$ cat src/rtl/fm_period_demod.sv
// Period-counting FM demodulator: times rising edges of fin, averages 2^AVG_LOG2 periods
// and reports centre minus window sum. Define FM_PERIOD_DEMOD_SYNC_EN to add a 2-flop input synchroniser.
`timescale 1ns/1ps
module fm_period_demod #(
    parameter int CNT_W    = 16,
    parameter int AVG_LOG2 = 2,
    parameter int OUT_W    = 32
) (
    input  logic                      clk,
    input  logic                      reset,
    input  logic                      run,
    input  logic                      fin,
    input  logic [CNT_W+AVG_LOG2-1:0] center,
    output logic signed [OUT_W-1:0]   fm,
    output logic                      fm_valid,
    output logic [CNT_W-1:0]          period,
    output logic                      locked,
    output logic                      timeout
);

    localparam int D      = 1 << AVG_LOG2;
    localparam int SUM_W  = CNT_W + AVG_LOG2;
    localparam int PTR_W  = (AVG_LOG2 > 0) ? AVG_LOG2 : 1;
    localparam int FILL_W = AVG_LOG2 + 1;
    localparam logic [CNT_W-1:0] CNT_MAX = '1;

    localparam logic [1:0] S_IDLE  = 2'd0;
    localparam logic [1:0] S_ARM   = 2'd1;
    localparam logic [1:0] S_FILL  = 2'd2;
    localparam logic [1:0] S_TRACK = 2'd3;

    function automatic logic [SUM_W-1:0] window_update(
        input logic [SUM_W-1:0] sum_in,
        input logic [CNT_W-1:0] add_in,
        input logic [CNT_W-1:0] drop_in
    );
        return sum_in + SUM_W'(add_in) - SUM_W'(drop_in);
    endfunction

    function automatic logic signed [OUT_W-1:0] deviation(
        input logic [SUM_W-1:0] ctr,
        input logic [SUM_W-1:0] sum_in
    );
        logic signed [SUM_W:0] diff;
        diff = $signed({1'b0, ctr}) - $signed({1'b0, sum_in});
        return OUT_W'(diff);
    endfunction

    logic             fin_i;
    logic             fin_d1;
    logic [1:0]       state;
    logic [1:0]       state_next;
    logic [CNT_W-1:0] cnt;
    logic [FILL_W-1:0] fill;
    logic [PTR_W-1:0] ptr;
    logic [CNT_W-1:0] win_buf [D];
    logic [SUM_W-1:0] sum;
    logic [CNT_W-1:0] per_p0;
    logic [CNT_W-1:0] old_p0;
    logic             vld_p0;
    logic             emit_p0;

    logic edge_det;
    logic active;
    logic sat;
    logic capture;
    logic emit;
    logic wclr;

`ifdef FM_PERIOD_DEMOD_SYNC_EN
    logic fin_s1;
    logic fin_s2;

    always_ff @(posedge clk) begin
        if (reset) begin
            fin_s1 <= 1'b0;
            fin_s2 <= 1'b0;
        end else begin
            fin_s1 <= fin;
            fin_s2 <= fin_s1;
        end
    end

    assign fin_i = fin_s2;
`else
    assign fin_i = fin;
`endif

    assign edge_det = fin_i & ~fin_d1;
    assign active   = (state == S_FILL) || (state == S_TRACK);
    assign sat      = run & active & (cnt == CNT_MAX);
    assign capture  = run & active & ~sat & edge_det;
    assign emit     = capture & ((state == S_TRACK) || (fill == FILL_W'(D - 1)));
    // Window is emptied whenever tracking is abandoned, so every re-arm starts from zero.
    assign wclr     = reset | ~run | sat | ~active;

    always_comb begin
        state_next = state;
        if (!run) begin
            state_next = S_IDLE;
        end else begin
            case (state)
                S_IDLE:  state_next = S_ARM;
                S_ARM:   if (edge_det) state_next = S_FILL;
                S_FILL, S_TRACK: begin
                    if (sat)       state_next = edge_det ? S_FILL : S_ARM;
                    else if (emit) state_next = S_TRACK;
                end
                default: state_next = S_IDLE;
            endcase
        end
    end

    // Stage p0: edge capture, period counter and control
    always_ff @(posedge clk) begin
        if (reset) begin
            state    <= S_IDLE;
            fin_d1   <= 1'b0;
            cnt      <= '0;
            fill     <= '0;
            ptr      <= '0;
            vld_p0   <= 1'b0;
            emit_p0  <= 1'b0;
            fm_valid <= 1'b0;
            locked   <= 1'b0;
            timeout  <= 1'b0;
        end else begin
            state   <= state_next;
            fin_d1  <= fin_i;
            vld_p0  <= capture;
            emit_p0 <= emit;
            timeout <= sat;

            if (!run || state == S_IDLE)
                cnt <= '0;
            else if (edge_det)
                cnt <= CNT_W'(1);
            else if (cnt != CNT_MAX)
                cnt <= cnt + CNT_W'(1);

            if (state != S_FILL || sat || !run)
                fill <= '0;
            else if (capture)
                fill <= fill + FILL_W'(1);

            if (wclr)
                ptr <= '0;
            else if (capture)
                ptr <= (ptr == PTR_W'(D - 1)) ? '0 : ptr + PTR_W'(1);

            fm_valid <= run & ~sat & emit_p0;
            // Held only from the first strobe until tracking is left, so it lines up with fm_valid.
            locked   <= (state_next == S_TRACK) & (locked | emit_p0);
        end
    end

    always_ff @(posedge clk) begin
        if (wclr) begin
            for (int i = 0; i < D; i++)
                win_buf[i] <= '0;
        end else if (capture) begin
            win_buf[ptr] <= cnt;
        end
        if (capture) begin
            per_p0 <= cnt;
            old_p0 <= win_buf[ptr];
        end
    end

    always_ff @(posedge clk) begin
        if (reset)
            period <= '0;
        else if (capture)
            period <= cnt;
    end

    // Stage p1: window sum and deviation output
    always_ff @(posedge clk) begin
        if (wclr)
            sum <= '0;
        else if (vld_p0)
            sum <= window_update(sum, per_p0, old_p0);
    end

    always_ff @(posedge clk) begin
        if (reset || sat)
            fm <= '0;
        else if (run && emit_p0)
            fm <= deviation(center, window_update(sum, per_p0, old_p0));
    end

endmodule

$ cat config.mk
export PLATFORM = sky130hd
export DESIGN_NAME = fm_period_demod
export DESIGN_NICKNAME = d
export VERILOG_FILES = /design/src/rtl/fm_period_demod.sv
export SDC_FILE = /design/constraint.sdc
export NUM_CORES = 1
export LEC_CHECK = 0
export ABC_AREA = 1
export CAP_MARGIN = 20
export CELL_PAD_IN_SITES_DETAIL_PLACEMENT = 1
export CELL_PAD_IN_SITES_GLOBAL_PLACEMENT = 1
export CORE_MARGIN = 2
export CORE_UTILIZATION = 45
export CTS_BUF_LIST = sky130_fd_sc_hd__clkbuf_16
export CTS_CLUSTER_DIAMETER = 120
export DETAILED_ROUTE_END_ITERATION = 6
export HOLD_SLACK_MARGIN = 0.06
export PLACE_DENSITY = 0.91
export SYNTH_ARGS = -nofsm -noshare
export SYNTH_HDL_FRONTEND = slang
export SYNTH_SLANG_ARGS = --single-unit
$ cat constraint.sdc
create_clock -name clk -period 4 [get_ports clk]
set_input_delay 0.8 -clock clk [delete_from_list [all_inputs] [get_ports clk]]
set_output_delay 0.8 -clock clk [all_outputs]
set_load 0.005 [all_outputs]
# Word-level counts from Yosys, hierarchy flattened
# Memory sizes are Yosys's and may differ from the RTL's. A register that Yosys moved wholly into a read port is not among the register bits.
# Index checks and enable logic that the tools add are counted.
# Widths: inputs -> output; s select.
[totals]
ff_bits = 98
ramBits = 64
out_inout_bits = 51
mem_count = 1
[classes]
addsub = 6
eq_ne = 9
muxes = 17
n_bitwise = 17
reduce_logical = 16
[memory_table]
columns = ["name", "depth", "width", "read_ports", "rd_clocked_by_memory_dff", "wr", "line_no", "source"]
rows = [
  ["win_buf", 4, 16, 1, 1, 4, "56", "logic [CNT_W-1:0] win_buf [D];"],
]
[ops]
columns = ["operator", "count"]
rows = [
  ["$sub 18x18->19", 1],
  ["$add 18x16->18", 1],
  ["$sub 18x16->18", 1],
  ["$add 16x1->16 const B", 1],
  ["$eq 16x16->1 const B", 1],
  ["$mux 16", 1],
  ["$ne 16x16->1 const B", 1],
  ["$reduce_or 16->1", 1],
  ["$mux 2", 7],
  ["$and 1x1->1", 9],
  ["$eq 2x2->1 const B", 4],
  ["$mux 1", 8],
  ["$reduce_or 2->1", 4],
  ["$logic_or 1x1->1", 6],
  ["$pmux 2 s3", 1],
  ["$not 1->1", 4],
  ["$or 1x1->1", 4],
  ["$add 3x1->3 const B", 1],
  ["$eq 3x2->1 const B", 1],
  ["$reduce_or 3->1", 1],
  ["$add 2x1->2 const B", 1],
  ["$eq 2x1->1 const B", 1],
  ["$logic_not 2->1", 1],
  ["$ne 2x2->1 const B", 1],
  ["3 further kinds", 3],
]

# Logic depth before layout (Yosys ltp)
# Gate-level depths: netlist of the first run.
[logic_depth]
word_depth = 14
mapped_depth = 26
mapped_depth_nobuf = 26

# Worst setup path after synthesis of the first run
# No wires, ideal clock.
[synth_path]
path_type = "register to register"
start = "register sum[1]"
end = "register fm[17]"
setup_time_ns = 0.117
t_arrival_ns = 3.336
required_ns = 3.883
setup_slack_ns = 0.547
stages_incl_launch_ff = 24
path_buffers = 0
cell_sequence = "dfxtp_1 inv_1 fa_1 fa_1 inv_1 a31oi_1 o21ai_0 xnor2_1 ha_1 nand2_1 nor3_1 nand2_1 nand2_1 nand2_1 o21ai_1 nand3_1 nand2_1 nand2_1 nand2_2 nand2_1 nand3_1 nand2_1 nor2_1 nor2_1"
[synth_via]
elab_chain_len = 3
[synth_lines]
columns = ["element", "line_no", "source"]
rows = [
  ["start, declared", "57", "logic [SUM_W-1:0] sum;"],
  ["start signal, assigned", "182", "sum <= window_update(sum, per_p0, old_p0);"],
  ["$add 18x16->18", "37", "return sum_in + SUM_W'(add_in) - SUM_W'(drop_in);"],
  ["$sub 18x16->18", "37", ""],
  ["$sub 18x18->19", "45", "diff = $signed({1'b0, ctr}) - $signed({1'b0, sum_in});"],
  ["end signal, assigned", "189", "fm <= deviation(center, window_update(sum, per_p0, old_p0));"],
  ["end, declared", "14", "output logic signed [OUT_W-1:0] fm,"],
]
# No other way between the ends.
# A chain may end at the register's enable or synchronous reset.

# Worst setup path in the final report of the first run
[layout_path]
start = "register sum[2]"
end = "register fm[16]"
# Same word-level chain as after synthesis.

==> flow_summary.ini, run 1 <==
[run_status]
status = complete, no violations

[detailed_routing]
drt_iter0_markers = 453
via_per_inst = 5.45
dr_total_vias = 7740
routed_wl_um = 27800
drc = 0
ant_nets = 0
wl_per_cell_um = 19.6
dr.pass1.iters = 5

[synthesis]
synth_seq_area_share_pct = 48.0
syn-num-nets = 1141
syn_area_um2 = 9420
yosys_warnings = 0
avgSynthCellArea_um2 = 8.84
synthCells = 1065
ys_types = 53
ys_ff_latch = 178

[cells_and_area]
num-nets-final = 1213
fin_area_um2 = 11300
area_delta_synth_final_pct = 19.7
n_antenna_cell = 0
multiInputGateArea_um2 = 4200
post-route-util_pct = 55.4
drive_gt1_share_pct = 13.8
n_fill_cell = 2353
register_area_um2 = 4520

[clock_network]
cts_buffers = 17
path_clk_slew_ns = 0.08
h-tree-depth = 4
cts-root-buf = clkbuf_16
clock_path_buffers = 2
cts_tree = built
insertion_delay_ns = 0.45
ctsHoldBuffers = 0
cts.sinks = 178

[sta]
finalSetupViolCount = 0
clock.fmax_mhz = 258
period_minus_slack_ns = 3.87
setup_tns_ns = 0
fin_skew_ns = 0.0148
timing.hold.ws_ns = 0.461
slew_viol_final = 0
slew-limit-headroom_pct = 43.1
hold_violations = 0
fin_crit_sh_pct = 96.8
worst_slew_pin_slew_ns = 0.853

[setup_path]
cpPeakStageDelay_ns = 0.53
crit_top_cell = nand2_1
reg2reg_from = sum[2]
rrSetupSlack_ns = 0.13
ff2ff_path_depth = 26
cp.required_ns = 4.34
path_buf_inv = 3
r2r-end = fm[16]
worstPathArrival_ns = 4.22
path_class = reg -> reg
critPathLaunchType = register
worst_setup_path_end_kind = register
crit_family = simple AND/OR/NAND/NOR gates
crit_path_max_fanout = 6
worst_path_max_delay_cell = fa_1

[worst_hold_path]
hold_end = fm[1]
hp-start = fm[1]
hold_class = reg -> reg
whs_path_depth = 2

[power_and_ir_drop]
cellPowerDensity_nw_per_um2 = 344
vdd_drop_max_v = 0.000315
power_leakage_uw = 0.00473

[floorplan]
die_h_um = 149
io-pin-count = 73
die_w_um = 149
rows = 52
initial_core_util_pct = 46.3
core_um2 = 20400
fp.dieArea_um2 = 22100

[place]
place_congestion = 0.879
placed_area_um2 = 10300
dpl.hpwl_um = 19100
portBuffers = 72

[flow_run]
cap_violations = 0

[global_route]
antenna_found_initial = 0
track_usage_pct = 25.3
grt_overflow = 0
grt_pass1_wl_um = 43300
grt_pass1_vias = 8225
grt_max_degree = 37
layer usage:
metal | part of all wire [%] | vias to the layer above | GRT usage (%)
met4 | 2.7 | 0 | 9.19
li1 | - | 3607 | -
met2 | 52 | 232 | 45.9
met1 | 41 | 3830 | 30.3
met3 | 4.4 | 71 | 3.99
met5 | 0 | - | 0
cell usage in the layout (no fill, tap or decap), types with 7 or more instances in the layout:
cell,n
clkbuf_16,17
nor2_1,133
ha_4,8
nor2_4,12
inv_1,168
o22ai_1,16
ha_1,27
a21oi_1,52
nand2_2,17
nand3_1,47
xor2_1,15
fa_1,16
o21ai_0,71
nor3_1,15
nor2_2,14
clkdlybuf4s50_1,72
a21oi_2,10
nand2_1,129
o211ai_1,7
edfxtp_1,96
dfxtp_1,82
buf_4,20
inv_2,15
final cells by class:
type	count	share of cell area, %
inverters	189	6.40
repair buffers	92	7.72
flip-flops and latches	178	40.1
clock buffers	17	3.77
well taps	270	3.00
clock inverters	15	1.74
multi-input cells	659	37.2
how the worst max path moves through the flow:
stage,from,end,slack [ns],cells after the start
final,sum[2],fm[16],0.13,26
after detailed placement,per_p0[0],fm[17],-0.08,26
after global routing,sum[2],fm[17],-0.12,26
after floorplan,sum[1],fm[17],0.55,23
after global placement,per_p0[1],fm[17],0.10,23
after CTS,sum[5],fm[15],0.01,22
per-stage QoR:
step                setup WS (ns)  instances  power [µW]
finish                      0.127       1420        3880
global route               -0.117       1420        3990
global placement            0.105       1382        2090
CTS                        0.0145       1415        3890
floorplan                   0.547       1065        2040
detailed placement        -0.0809       1382        2100
worst reg2reg max path: cells and delay by family (launching register included):
kind / cells / cell delay, ns
AO/OA/AOI/OAI: 4 / 0.58
adder cells (fa/ha/maj): 3 / 1.14
XOR/XNOR: 1 / 0.29
AND/OR/NAND/NOR: 15 / 1.23
buffers and inverters: 3 / 0.17
flip-flops: 1 / 0.34
flip-flops by register name, summed over array words and instances (netlist names), 2 cells and up:
register / cells
cnt: 16
fill: 3
fm: 19
old_p0: 16
per_p0: 16
period: 16
ptr: 2
state: 2
sum: 18
win_buf: 64
synthesized netlist by cell type, drive strengths merged:
library cell	n	area share, %
o21a	2	0.16
or2	1	0.066
buf	23	2.0
o22ai	16	1.1
a31o	1	0.093
mux2i	1	0.11
o21bai	4	0.32
a311oi	1	0.093
nor2	161	8.0
ha	37	4.9
nand4	8	0.76
a211oi	6	0.48
clkinv	4	0.16
nand2	151	7.0
xnor2	8	0.74
o31ai	2	0.16
nand3b	1	0.080
a2111oi	1	0.093
and2	1	0.066
inv	185	7.5
nor3	17	0.90
clkbuf	16	0.64
edfxtp	96	31
nor4	3	0.20
o311ai	1	0.093
a21o	2	0.16
dfxtp	82	17
a21oi	63	3.4
xor2	15	1.4
o211ai	7	0.56
a31oi	2	0.13
o21ai	77	4.1
fa	17	3.6
nand3	50	2.7
a21boi	3	0.24
timing repair:
action / CTS / global route
pin swaps: 1 / 13
endpoints found under the hold margin: 0 / 0
cloned: 0 / 0
setup endpoints to repair: 5 / 10
setup buffers: 1 / 5
gates resized for setup: 2 / 59
power by group:
group | switching (µW) | internal, µW | leakage (µW)
registers | 3.55 | 1910 | 0.00174
clock network | 803 | 1010 | 0.000306
logic | 94.7 | 63.7 | 0.00268
cells by family after synthesis:
kind of cell | synth area share, %
xor gates and xnor gates | 2.14
buffers and inverters | 10.3
DFF | 48.0
adders and majority gates | 8.53
muxes | 0.106
AOI/OAI and AO/OA | 11.1
and+or+nand+nor | 19.8
Note: power is estimated with default switching activity, not from simulation.
==> run 2: changes to the inputs <==
PLACE_DENSITY = not set   (was 0.91)
PLACE_DENSITY_LB_ADDON = 0.12   (was not set)
==> flow_summary.ini, run 2 (synthesis results as in run 1) <==
[setup_path]
path_class = reg -> reg
worstPathArrival_ns = 4.07
r2r-end = fm[18]
cp_cell_sequence = inv_1 -> fa_1 -> inv_1 -> ha_4 -> nand2_1 -> nand2_1 -> o21bai_2 -> nand2_1 -> nand3_1 -> a21oi_2 -> o21ai_1 -> nand2_1 -> nand2_1 -> a21oi_1 -> nand2_1 -> and2_1 -> ha_1 -> a2111oi_1 -> nand2_1 -> a21oi_1
worst_setup_path_end_kind = register
crit_top_cell = nand2_1
ff2ff_path_depth = 20
worst_path_max_delay_cell = fa_1
reg2reg_from = sum[6]
rrSetupSlack_ns = 0.30
cp.required_ns = 4.37
critPathLaunchType = register
cpPeakStageDelay_ns = 0.54
crit_path_max_fanout = 5

[global_route]
grt_pass1_vias = 7639
antenna_found_initial = 0
grt_max_degree = 36
grt_overflow = 0
grt_pass1_wl_um = 38400
track_usage_pct = 22.3

[floorplan]
io-pin-count = 73
core_um2 = 20400
die_h_um = 149
initial_core_util_pct = 46.3
fp.dieArea_um2 = 22100
die_w_um = 149
rows = 52

[power_and_ir_drop]
power_leakage_uw = 0.00471
cellPowerDensity_nw_per_um2 = 333
vdd_drop_max_v = 0.000257

[sta]
period_minus_slack_ns = 3.70
slew_viol_final = 0
fin_skew_ns = 0.0158
final.setup.worst_slack_ns = 0.296
slew-limit-headroom_pct = 53.6
clock.fmax_mhz = 270
finalSetupViolCount = 0
hold_violations = 0
worst_slew_pin_slew_ns = 0.695
fin_crit_sh_pct = 92.6

[clock_network]
insertion_delay_ns = 0.43
cts_buffers = 17
path_clk_slew_ns = 0.08
cts_tree = built
clock_path_buffers = 2
cts.sinks = 178
ctsHoldBuffers = 0
h-tree-depth = 4
cts-root-buf = clkbuf_16

[cells_and_area]
regMostFlops = win_buf
reg_top3 = win_buf x64, fm x19, sum x18
n_antenna_cell = 0
num-nets-final = 1217
fin_area_um2 = 11300
layout_common_cells = 169 x inv_1, 134 x nor2_1, 130 x nand2_1
largest_reg_flops = 64
final_common_cell = inv_1
final_cells = 1424
area_delta_synth_final_pct = 20.1
drive_gt1_share_pct = 14.0

[worst_hold_path]
hold_end = fm[1]
whs_path_depth = 2
hold_class = reg -> reg
hp-start = fm[1]

[place]
place_inst = 1384
place_ws_ns = -0.149
placed_area_um2 = 10400
portBuffers = 72
dpl.hpwl_um = 16900
place_congestion = 0.837

[run_status]
status = complete, no violations

[detailed_routing]
drc = 0
via_per_inst = 5.16
drt_iter0_markers = 261
routed_wl_um = 24300
wl_per_cell_um = 17.0
dr.pass1.iters = 4
dr_total_vias = 7341
ant_nets = 0

[flow_run]
cap_violations = 0
## run 2: layout make-up
type | count | area, µm²
multi-input combinational | 659 | 4230
tap | 270 | 338
fill | 2392 | 9050
clock buffer | 17 | 425
timing repair buffer | 96 | 901
sequential | 178 | 4530
inverter | 189 | 722
clock inverter | 15 | 169
## run 2: what timing repair did
action / CTS / global route
pin swaps: 1 / 12
setup endpoints to repair: 8 / 10
hold endpoints to repair: 0 / 0
resized for setup: 4 / 56
setup buffers: 1 / 7
## run 2: power by group
part / internal (µW) / switching [µW]
combinational: 63.5 / 84.8
sequential: 1910 / 3.08
clock: 891 / 811
## run 2: worst max-delay path by stage
stage | end | cells after the start | start
after detailed placement | fm[17] | 25 | old_p0[0]
after global placement | fm[17] | 26 | per_p0[0]
after global routing | fm[17] | 24 | sum[4]
after CTS | fm[17] | 25 | sum[3]
final | fm[18] | 20 | sum[6]
after floorplan | fm[17] | 23 | sum[1]
## run 2: critical path: cells and delay by family, from the launching register on
kind,cells,cell delay [ns]
AO/OA/AOI/OAI,6,1.17
AND/OR/NAND/NOR,9,0.84
buffers and inverters,2,0.14
flip-flops,1,0.33
adder cells (fa/ha/maj),3,1.15
## run 2: through the flow
stage	TNS, ns	power [µW]	hold WS [ns]	utilization, %
2_1_floorplan	0	2040	0.403	-
3_3_place_gp	-0.0240	2090	0.441	50.9
3_5_place_dp	-0.161	2090	0.459	50.9
4_1_cts	0	3790	0.473	53.9
5_1_grt	-0.149	3870	0.493	55.5
6_report	0	3770	0.466	55.5
## run 2: metal layers
layer | up-vias | part of all wire, % | GRT usage, %
met5 | - | 0 | 0
met4 | 0 | 2.6 | 6.86
met3 | 40 | 2.3 | 2.52
met2 | 108 | 51 | 41.1
met1 | 3577 | 45 | 27.3
li1 | 3616 | - | -
